===== config.mk =====
export PLATFORM = sky130hd
export DESIGN_NAME = bin_to_bcd_seq
export DESIGN_NICKNAME = d
export VERILOG_FILES = /design/src/rtl/bcd_pkg.sv /design/src/rtl/dabble_digit.sv /design/src/rtl/bin_to_bcd_seq.sv
export SDC_FILE = /design/constraint.sdc
export NUM_CORES = 1
export LEC_CHECK = 0
export BUFFER_PORTS_ARGS = -buffer_cell sky130_fd_sc_hd__buf_2
export CAP_MARGIN = 40
export CORE_ASPECT_RATIO = 1.2
export CORE_UTILIZATION = 32
export DETAILED_ROUTE_END_ITERATION = 10
export PLACE_DENSITY = 0.51
export SETUP_SLACK_MARGIN = 0.5
export SYNTH_ARGS = -nofsm -noshare
export SYNTH_HDL_FRONTEND = slang
export SYNTH_HIERARCHICAL = 1
export SYNTH_SLANG_ARGS = --single-unit

===== constraint.sdc =====
create_clock -name clk -period 1.6 [get_ports clk]
set_input_delay 0 -clock clk [delete_from_list [all_inputs] [get_ports clk]]
set_output_delay 0 -clock clk [all_outputs]
set_load 0.01 [all_outputs]

===== src/rtl/bcd_pkg.sv =====
// ---------------------------------------------------------------------------
// bcd_pkg
// Shared definitions for the BCD datapath blocks (bin_to_bcd_seq, bcd_adder,
// dabble_digit).
//   bcd_t            one packed BCD digit (4 bits, legal values 0..9)
//   BCD_MAX          largest legal digit value
//   DABBLE_THRESHOLD digit value at which double dabble adds 3 before a shift
//   state_t          control states of the sequential binary-to-BCD converter
// ---------------------------------------------------------------------------
package bcd_pkg;

  typedef logic [3:0] bcd_t;

  localparam bcd_t BCD_MAX          = 4'd9;
  localparam bcd_t DABBLE_THRESHOLD = 4'd5;

  typedef enum logic [1:0] {
    IDLE  = 2'd0,
    SHIFT = 2'd1,
    DONE  = 2'd2
  } state_t;

endpackage : bcd_pkg


===== src/rtl/dabble_digit.sv =====
// ---------------------------------------------------------------------------
// dabble_digit
// Combinational shift-and-add-3 correction for a single BCD digit. A digit
// of 5 or more would become 10 or more after the next left shift, so 3 is
// added first. The shift then carries the excess into the next digit.
// Ports:
//   d_in   in   bcd_t   digit before correction
//   d_out  out  bcd_t   corrected digit (d_in >= 5 ? d_in + 3 : d_in)
// ---------------------------------------------------------------------------
module dabble_digit
  import bcd_pkg::*;
(
  input  bcd_t d_in,
  output bcd_t d_out
);

  // Inputs are always legal digits (0..9), so d_in + 3 is at most 12.
  // It never carries out of the 4-bit result.
  always_comb begin
    d_out = d_in;
    if (d_in >= DABBLE_THRESHOLD) begin
      d_out = bcd_t'(d_in + 4'd3);
    end
  end

endmodule : dabble_digit


===== src/rtl/bin_to_bcd_seq.sv =====
// ---------------------------------------------------------------------------
// bin_to_bcd_seq
// Sequential binary-to-BCD converter (double dabble). The block performs one
// correct-then-shift step per clock and takes WIDTH steps per word. Each
// result is held until the consumer takes it.
// Parameters:
//   WIDTH   binary input width, also the number of shift steps
//   DIGITS  number of BCD output digits
// Ports:
//   clk        in   1          rising-edge clock
//   rst        in   1          synchronous active-high reset
//   in_valid   in   1          bin_in is valid
//   in_ready   out  1          converter idle, word can be accepted
//   bin_in     in   WIDTH      unsigned value to convert
//   out_valid  out  1          bcd_out holds a finished result
//   out_ready  in   1          consumer accepts bcd_out
//   bcd_out    out  DIGITS*4   digit i at [4i+3:4i], digit 0 is the LSD
// ---------------------------------------------------------------------------
module bin_to_bcd_seq
  import bcd_pkg::*;
#(
  parameter int WIDTH  = 8,
  parameter int DIGITS = 3
) (
  input  logic                  clk,
  input  logic                  rst,
  input  logic                  in_valid,
  output logic                  in_ready,
  input  logic [WIDTH-1:0]      bin_in,
  output logic                  out_valid,
  input  logic                  out_ready,
  output logic [DIGITS*4-1:0]   bcd_out
);

  localparam int CW = $clog2(WIDTH + 1);
  localparam int BW = DIGITS * 4;

  // The digits must cover the full binary range, both in bit count and in
  // decimal magnitude. Because of this check, no overflow flag is needed.
  if ((BW < WIDTH) || ((10 ** DIGITS) <= ((2 ** WIDTH) - 1))) begin : g_bad_params
    $error("bin_to_bcd_seq: DIGITS=%0d cannot represent WIDTH=%0d", DIGITS, WIDTH);
  end

  state_t           state;
  state_t           next_state;
  logic [BW-1:0]    digits;
  logic [BW-1:0]    corrected;
  logic [BW-1:0]    shifted_digits;
  logic [WIDTH-1:0] bin;
  logic [CW-1:0]    count;
  logic             last_step;

  // One correction cell per digit. These cells run in parallel on the
  // current digit registers.
  for (genvar g = 0; g < DIGITS; g++) begin : g_dabble
    dabble_digit u_dabble_digit (
      .d_in  (digits[4*g +: 4]),
      .d_out (corrected[4*g +: 4])
    );
  end

  // Correction happens before the shift. The binary MSB enters digit 0 bit 0.
  assign shifted_digits = {corrected[BW-2:0], bin[WIDTH-1]};
  assign last_step      = (state == SHIFT) && (count == CW'(1));

  // State register.
  always_ff @(posedge clk) begin
    if (rst) begin
      state <= IDLE;
    end else begin
      state <= next_state;
    end
  end

  // Next-state logic.
  always_comb begin
    next_state = state;
    case (state)
      IDLE:    if (in_valid) next_state = SHIFT;
      SHIFT:   if (last_step) next_state = DONE;
      DONE:    if (out_ready) next_state = IDLE;
      default: next_state = IDLE;
    endcase
  end

  // Handshake outputs are decoded directly from the state flops.
  always_comb begin
    in_ready  = (state == IDLE);
    out_valid = (state == DONE);
  end

  // Conversion datapath. bcd_out is loaded only on the final step, so it
  // keeps the previous result while a new word converts and stays stable
  // throughout DONE.
  always_ff @(posedge clk) begin
    if (rst) begin
      digits  <= '0;
      bin     <= '0;
      count   <= '0;
      bcd_out <= '0;
    end else begin
      case (state)
        IDLE: begin
          if (in_valid) begin
            bin    <= bin_in;
            digits <= '0;
            count  <= CW'(WIDTH);
          end
        end
        SHIFT: begin
          digits <= shifted_digits;
          bin    <= {bin[WIDTH-2:0], 1'b0};
          count  <= count - CW'(1);
          if (last_step) begin
            bcd_out <= shifted_digits;
          end
        end
        default: begin
        end
      endcase
    end
  end

endmodule : bin_to_bcd_seq

==> summary.md, run 1 <==
| Metric | Value |
|---|---|
| Fill count | `approximately 550` |
| Dpl ws | `roughly 0.22 ns` |
| Status | `finished, final reports clean` |
| Max FO, Critical Path | `3` |
| Slowest stage cell, crit path | `dfxtp_2` |
| CP delay by family, top | `flip-flops` |
| Final setup TNS | `0 ns` |
| Clk sinks | `38` |
| Via density | `a little under 5` |
| Remaining antenna violation count | `0` |
| Die span in y | `89.4 um` |
| CTS tree | `yes` |
| CP max stage delay | `0.36 ns` |
| Detailed Place HPWL | `between 2000 and 3000 um` |
| Global-route wire length before repair | `8360 um` |
| H-tree Lvls | `2` |
| Critical Path RT | `1.83 ns` |
| Fmax | `0.692 GHz` |
| Worst Path Buf+Inv | `1` |
| Initial antenna violation count | `0` |
| Post-route setup slack | `0.154 ns` |
| Root buffer cell | `clkbuf_8` |
| Period minus WS final | `between 1 and 1.5 ns` |
| Ant diodes | `0` |
| Die Wd | `74.9 um` |
| Gr ovfl total | `0` |
| Slew HR | `72.6%` |
| Final period util | `90.3%` |
| Hold Crit Class | `in -> reg` |
| Pin count of the biggest net entering global routing | `31` |
| Slew @ Worst Pin | `between 0.4 and 0.5 ns` |
| Mapped Avg Cell Area | `8.71 sq um` |
| Cells after Synth | `234` |
| Setup Viol. Count Final | `0` |
| Area of the mapped netlist | `2040 sq um` |
| Die footprint | `6690 sq um` |
| Max clock buf depth | `2` |
| Total global-route track usage | `between 10% and 20%` |
| Post-Syn Nets | `254` |
| Unrepaired setup endpoints after global routing | `yes` |
| PwrDens | `689 nW/um^2` |
| Vias | `1848` |
| CP Launch Type | `register` |
| Layout Area Growth over Synthesis | `53.9%` |
| Critical path arrival | `1.68 ns` |
| Max Clock Skew | `0.00351 ns` |
| Final net count | `315` |
| Gp weighted congestion | `0.683` |
| Worst reg2reg startpoint | `digits[1]` |
| Most frequent cells in the layout | `nor2_1, dfxtp_1, buf_2, buf_4, buf_6` |
| Max-cap violations | `0` |
| Rows | `31` |
| Vias in the first global route | `approximately 1800` |
| Starting Density | `33.5%` |
| Leak | `roughly 0.0012 uW` |
| Final Hold Fails | `0` |
| Reg-to-reg slack, setup | `0.15 ns` |
| Hold Crit Start | `out_ready` |
| Total Wirelength | `5330 um` |
| CP endpoint kind | `register` |
| Total CTS buffers | `5` |
| Clk_lat worst skew | `0.29 ns` |
| Routed len/inst | `14.1 um` |
| Number of DRC markers in iteration 0 | `76` |
| IR drop worst, VDD | `336 uV` |
| # IOs | `26` |
| Ratio of cells with drive above 1 in the final layout | `56.9%` |
| Setup CP Type | `reg -> reg` |
| Critical Path Start | `digits[1]` |
| Max Transition Viols Final | `0` |
| Core area | `6090 sq um` |
| Ys Warns | `6` |
| DRC viols | `0` |
| First-pass DRT Iterations | `4` |
| CTS clk-pin slew, worst paths | `0.08 ns` |
| Number of port buffers | `25` |
| CTS Hold Bufs | `0` |
| CP Cell Sequence | `inv_4 > ha_4 > nand2b_4 > a21oi_4 > mux2i_2 > nand4b_1 > o21ai_2` |
flip-flops by register name, summed over array words and instances, names as in the netlist:
| name | count |
|---|---|
| bcd_out | 12 |
| state | 2 |
| digits | 12 |
| count | 4 |
| bin | 8 |
per-stage QoR:
stage / cells / util [%] / area, sq um / total power, uW / hold WS (ns)
global placement: 333 / 38.4 / 2340 / 1340 / 0.356
CTS: 366 / 47.2 / 2870 / 2140 / 0.0498
finish: 377 / 51.5 / 3140 / 2160 / 0.0637
detailed placement: 333 / 38.4 / 2340 / 1340 / 0.362
floorplan: 234 / - / 2160 / 1270 / 0.174
global route: 377 / 51.5 / 3140 / 2280 / 0.0839
worst reg2reg max path, cell delays in order, from the launching register on:
cell,delay (ns)
dfxtp_2,0.36
inv_4,0.05
ha_4,0.14
nand2b_4,0.15
a21oi_4,0.16
mux2i_2,0.29
nand4b_1,0.15
o21ai_2,0.07
report_power, final:
part	switching (uW)	internal (uW)
registers	42.1	978
logic	227	271
clock network	350	293
per-layer routing:
| layer | track usage (%) | up-vias | share of wire, % |
|---|---|---|---|
| met5 | 0 | - | 0 |
| met4 | 6.17 | 0 | 1.8 |
| met3 | 3.16 | 10 | 2.3 |
| met2 | 28.5 | 32 | 52 |
| met1 | 20.1 | 872 | 43 |
| li1 | - | 934 | - |
area by class of cell:
class	count	area (sq um)	share of cell area (%)
multi-input cells	163	1470	46.8
inverters	17	73.8	2.35
well taps	82	103	3.27
clock buffers	5	68.8	2.19
clock inverters	2	10.0	0.319
repair buffers	70	626	19.9
flip-flops and latches	38	788	25.1
path summary, 6_finish.rpt:
check	cells after the start	endpoint
min reg2reg	2	bcd_out[11]
max	7	bcd_out[2]
max reg2reg	7	bcd_out[2]
min	4	state[1]
what timing repair did:
action	in CTS	in global routing
pin swaps	32	33
setup endpoints to repair	39	40
gates cloned	4	0
buffers inserted	22	11
gates resized for setup	51	44
No activity file was read; power rests on OpenSTA's default activity.
==> inputs of run 2 (changes only) <==
--- a/config.mk
+++ b/config.mk
@@ -6,7 +6,6 @@
 export NUM_CORES = 1
 export LEC_CHECK = 0
 export BUFFER_PORTS_ARGS = -buffer_cell sky130_fd_sc_hd__buf_2
-export CAP_MARGIN = 40
 export CORE_ASPECT_RATIO = 1.2
 export CORE_UTILIZATION = 32
 export DETAILED_ROUTE_END_ITERATION = 10
==> constraint.sdc (replaced) <==
create_clock -name clk -period 1.34 [get_ports clk]
set_input_delay 0 -clock clk [delete_from_list [all_inputs] [get_ports clk]]
set_output_delay 0 -clock clk [all_outputs]
set_load 0.01 [all_outputs]
==> summary.md, run 2 (synthesis results as in run 1) <==
| Metric | Value |
|---|---|
| Most common cell after layout, fill and taps aside | `dfxtp_1` |
| Total CTS buffers | `5` |
| Most frequent cells in the layout | `dfxtp_1, nor2_1, buf_2, buf_6, buf_4` |
| Unrepaired setup endpoints after global routing | `yes` |
| Max Clock Skew | `around 0.0043 ns` |
| IR drop worst, VDD | `386 uV` |
| Max FO, Critical Path | `3` |
| Root buffer cell | `clkbuf_8` |
| Critical Path RT | `about 1.6 ns` |
| Post-layout instance area | `about 3300 sq um` |
| Global-route wire length before repair | `~8300 um` |
| Initial antenna violation count | `0` |
| Remaining antenna violation count | `0` |
| Detailed Place HPWL | `3130 um` |
| Slew @ Worst Pin | `0.381 ns` |
| Final Hold Fails | `0` |
| Number of port buffers | `25` |
| Failing checks | `negative setup slack` |
| Post-Place Cell Area | `between 2000 and 3000 sq um` |
| First-pass DRT Iterations | `4` |
| H-tree Lvls | `2` |
| Die Wd | `74.9 um` |
| CTS clk-pin slew, worst paths | `0.08 ns` |
| Period minus WS final | `between 1 and 1.5 ns` |
| PwrDens | `820 nW/um^2` |
| Gr ovfl total | `0` |
| Die span in y | `89.4 um` |
| Max Transition Viols Final | `0` |
| Clk_lat worst skew | `0.29 ns` |
| Vias | `~1900` |
| Top Registers | `bcd_out: 12 flops, digits: 12 flops, bin: 8 flops` |
| Clk sinks | `38` |
| Layout Area Growth over Synthesis | `62.0%` |
| Via density | `4.88` |
| Pin count of the biggest net entering global routing | `29` |
| Post-route setup slack | `-0.135 ns` |
| Ratio of cells with drive above 1 in the final layout | `60.9%` |
| CP endpoint kind | `register` |
| Total Wirelength | `5370 um` |
| Setup Viol. Count Final | `11` |
| # IOs | `26` |
| Setup CP Type | `reg -> reg` |
| Status | `complete, but fails checks` |
| Core area | `6090 sq um` |
| CP Launch Type | `register` |
| Critical path arrival | `between 1.5 and 2 ns` |
| Vias in the first global route | `approximately 1700` |
| Final net count | `321` |
| Gp weighted congestion | `0.717` |
| Cells after DPL | `343` |
| Final period util | `110%` |
| Hold Crit Class | `in -> reg` |
| Fmax | `0.678 GHz` |
| Leak | `about 0.0013 uW` |
| Total global-route track usage | `16.8%` |
| Max clock buf depth | `2` |
| Die footprint | `6690 sq um` |
| Routed len/inst | `14.0 um` |
| Number of DRC markers in iteration 0 | `70` |
| CTS tree | `yes` |
| Ant diodes | `0` |
| Starting Density | `33.5%` |
| Slew HR | `between 70% and 80%` |
| Max-cap violations | `0` |
| DRC viols | `0` |
| Non-filler cells in the finished layout | `384` |
| Hold WS | `about 0.054 ns` |
| Rows | `31` |
==> run 2: cell types whose count changed in the layout (fill, tap and decap cells not counted), moves of 2 or more <==
cell	previous run	this run
nor2_4	2	5
a21oi_1	6	1
o221a_4	0	5
o21ai_4	3	0
o21ai_1	3	1
o221a_2	5	0
nor2_1	28	26
a21oi_2	4	9
o21ai_2	10	14
buf_6	18	22
==> run 2: repair_timing <==
item,4_1_cts,5_1_grt
hold buffers,1,0
hold endpoints to repair,2,0
resized for setup,75,18
setup buffers,21,6
pin swaps,49,27
cloned,4,1
endpoints found under the setup margin,40,40
==> run 2: final timing paths <==
check                end   startpoint  slack, ns  cells after the start
max           bcd_out[6]    digits[5]      -0.14                      7
min             state[1]    out_ready       0.05                      4
max reg2reg   bcd_out[6]    digits[5]      -0.14                      7
min reg2reg  bcd_out[10]  bcd_out[10]       0.47                      2
==> run 2: final cells by class <==
cell class                 instances  area (sq um)
clock buffer                       7          86.3
clock inverter                     1          5.00
fill                             558          2790
inverter                          17          73.8
multi-input combinational        163          1550
sequential                        38           786
tap                               82           103
timing repair buffer              76           703
==> run 2: where the power goes <==
| group | leakage (uW) | internal [uW] | switching [uW] | total (uW) |
|---|---|---|---|---|
| clock | 0.0000482 | 416 | 411 | 827 |
| sequential | 0.000315 | 1170 | 56.1 | 1230 |
| combinational | 0.000959 | 362 | 294 | 656 |
| total | 0.00132 | 1950 | 761 | 2710 |
==> run 2: per-stage QoR <==
stage / TNS (ns) / setup WS [ns] / utilization, % / total power (uW)
2_1_floorplan: 0 / 0.0934 / - / 1570
3_3_place_gp: -0.0253 / -0.0134 / 41.6 / 1670
3_5_place_dp: -0.0959 / -0.0504 / 41.6 / 1670
4_1_cts: -0.235 / -0.0628 / 52.2 / 2700
5_1_grt: -1.38 / -0.204 / 54.2 / 2830
6_report: -0.649 / -0.135 / 54.2 / 2710
==> run 2: per-layer routing <==
metal / vias to the layer above / GRT usage (%) / wire length [um]
met3: 6 / 3.38 / 162
li1: 947 / - / -
met2: 34 / 28.9 / 2710
met4: 0 / 5.66 / 73
met1: 888 / 20.6 / 2430
met5: - / 0 / 0
==> run 2: critical path: stages (launching register included) <==
cell and delay (ns):
dfxtp_2 0.36, inv_4 0.06, ha_4 0.14, nand2b_4 0.14, a21oi_4 0.18, mux2i_2 0.30, nand4b_1 0.16, o21ai_2 0.08
==> inputs of run 3 (changes only) <==
--- a/config.mk
+++ b/config.mk
@@ -9,6 +9,7 @@
 export CORE_ASPECT_RATIO = 1.2
 export CORE_UTILIZATION = 32
 export DETAILED_ROUTE_END_ITERATION = 10
+export HOLD_SLACK_MARGIN = 0.15
 export PLACE_DENSITY = 0.51
 export SETUP_SLACK_MARGIN = 0.5
 export SYNTH_ARGS = -nofsm -noshare
==> constraint.sdc (replaced) <==
create_clock -name clk -period 1.34 [get_ports clk]
set_input_delay 0.067 -clock clk [delete_from_list [all_inputs] [get_ports clk]]
set_output_delay 0.067 -clock clk [all_outputs]
set_load 0.01 [all_outputs]
==> summary.md, run 3 (synthesis results as in run 1) <==
| Metric | Value |
|---|---|
| Status | `complete, but fails checks` |
| Failing checks | `negative setup slack` |
| Clock power frac | `between 30% and 40%` |
| Most frequent cells in the layout | `buf_6, nor2_1, dfxtp_1, buf_4` |
| Reg-to-reg slack, setup | `-0.05 ns` |
| Period minus WS final | `1.39 ns` |
| Initial antenna violation count | `0` |
| H-tree Lvls | `2` |
| Seq pwr share | `42.3%` |
| PwrDens | `between 800 and 900 nW/um^2` |
| Detailed Place HPWL | `between 2000 and 3000 um` |
| Pin count of the biggest net entering global routing | `52` |
| # IOs | `26` |
| Ratio of cells with drive above 1 in the final layout | `63.5%` |
| Via density | `4.88` |
| Starting Density | `approximately a third` |
| Root buffer cell | `clkbuf_8` |
| Post-route setup slack | `-0.0532 ns` |
| CTS clk-pin slew, worst paths | `0.08 ns` |
| Final Hold Fails | `0` |
| Cell Int Power | `2100 uW` |
| Max Clock Skew | `0.00768 ns` |
| Slowest stage cell, crit path | `dfxtp_2` |
| Final net count | `318` |
| Hold Crit Start | `rst` |
| Total CTS buffers | `5` |
| CP Launch Type | `register` |
| Total global-route track usage | `17.1%` |
| Die footprint | `~6700 sq um` |
| Gp weighted congestion | `0.705` |
| Global-route wire length before repair | `8580 um` |
| IR drop worst, VDD | `489 uV` |
| Clk_lat worst skew | `0.29 ns` |
| Vias in the first global route | `1769` |
| Worst hold endpoint | `state[0]` |
| Critical path arrival | `1.58 ns` |
| Die Wd | `74.9 um` |
| Setup Viol. Count Final | `8` |
| Hold WS | `0.197 ns` |
| First-pass DRT Iterations | `4` |
| Cells after DPL | `339` |
| Setup CP Type | `reg -> reg` |
| Switching Fraction | `27.7%` |
| Clk sinks | `38` |
| Die span in y | `89.4 um` |
| Most common cell after layout, fill and taps aside | `buf_6` |
| Layout Area Growth over Synthesis | `66.4%` |
| RR Endpoint | `digits[1]` |
| Max FO, Critical Path | `3` |
| Core area | `about 6100 sq um` |
| Number of DRC markers in iteration 0 | `148` |
| Combinational power share | `23.7%` |
| CTS tree | `yes` |
| Worst-case reg-to-reg path depth | `8` |
| Total power | `approximately 2900 uW` |
| CP Cell Sequence | `inv_4 > ha_4 > nand2b_4 > a21oi_4 > buf_4 > xnor2_2 > a22oi_1 > nor2_1` |
| Gr ovfl total | `0` |
| Area of the multi-input gates | `~1600 sq um` |
| Critical Path Start | `digits[1]` |
| Fmax | `0.718 GHz` |
| Total Wirelength | `roughly 5400 um` |
| Slew @ Worst Pin | `0.370 ns` |
| Max Transition Viols Final | `0` |
| CP endpoint kind | `register` |
| Leak | `0.00133 uW` |
| Ant diodes | `0` |
| Worst reg2reg startpoint | `digits[1]` |
| Rows | `31` |
| CP max stage delay | `0.36 ns` |
| Remaining antenna violation count | `0` |
| Top Registers | `bcd_out: 12 flops, digits: 12 flops, bin: 8 flops` |
| Final period util | `104%` |
| Hold Crit Class | `in -> reg` |
| Vias | `1858` |
| Number of port buffers | `25` |
| Register area | `796 sq um` |
| Unrepaired setup endpoints after global routing | `yes` |
| Fill count | `533` |
| Slew HR | `75.4%` |
| DRC viols | `0` |
| Non-filler cells in the finished layout | `381` |
| Max clock buf depth | `2` |
| Switching power | `805 uW` |
| WHS Path Cells | `3` |
| Routed len/inst | `14.2 um` |
| Critical Path RT | `1.52 ns` |
| Max-cap violations | `0` |
==> run 3: cell types whose count changed in the layout (fill, tap and decap cells not counted), moves of 3 or more <==
cell,delta
buf_6,+5
buf_2,-8
ha_4,-3
buf_4,-4
dfxtp_2,+11
dfxtp_1,-10
==> run 3: power by group through the flow <==
stage | clock network (uW) | logic (uW) | registers, uW
detailed placement | 0 | 412 | 1250
global route | 1070 | 734 | 1240
floorplan | 0 | 336 | 1240
CTS | 1020 | 610 | 1230
global placement | 0 | 410 | 1250
finish | 986 | 687 | 1230
==> run 3: worst max-delay path by stage <==
stage | endpoint | slack, ns | cells after the start
2_1_floorplan | bcd_out[2] | 0.09 | 7
3_3_place_gp | bcd_out[2] | -0.01 | 7
3_5_place_dp | bcd_out[2] | -0.04 | 7
4_1_cts | bcd_out[2] | -0.04 | 7
5_1_grt | bcd_out[2] | -0.14 | 7
6_report | digits[1] | -0.05 | 8
==> run 3: what timing repair did <==
action / 4_1_cts / 5_1_grt
cloned: 5 / 1
hold buffers: 2 / 0
pin swaps: 29 / 23
resized for setup: 68 / 42
setup buffers: 17 / 9
hold endpoints to repair: 2 / 0
endpoints found under the setup margin: 42 / 52
==> run 3: worst max-delay path, delay by kind of cell, from the launching register on <==
kind            cells  cell delay, ns
fa+ha+maj           1            0.14
buf+inv             2            0.19
xor+xnor            1            0.07
simple gates        2            0.19
flops               1            0.36
compound gates      2            0.32
==> run 3: per-stage QoR <==
| stage | setup TNS, ns | setup slack, ns | area, sq um | utilization (%) |
|---|---|---|---|---|
| after floorplan | 0 | 0.0934 | 2280 | - |
| after global placement | -0.0136 | -0.0136 | 2500 | 41.1 |
| after detailed placement | -0.0886 | -0.0408 | 2500 | 41.1 |
| after CTS | -0.181 | -0.0417 | 3130 | 51.3 |
| after global routing | -1.06 | -0.135 | 3390 | 55.7 |
| final | -0.303 | -0.0532 | 3390 | 55.7 |
==> run 3: area by class of cell <==
type | count | share of cell area (%)
Clock buffer | 5 | 2.03
Clock inverter | 3 | 1.18
Inverter | 17 | 2.10
Multi-Input combinational cell | 163 | 45.7
Sequential cell | 38 | 23.5
Tap cell | 82 | 3.03
Timing Repair Buffer | 73 | 22.5
==> run 3: per-layer routing <==
layer	track usage [%]	share of wire, %	vias up
met5	0	0	-
met4	6.00	1.5	0
met3	3.27	2.6	9
li1	-	-	937
met1	21.0	44	874
met2	29.5	51	38
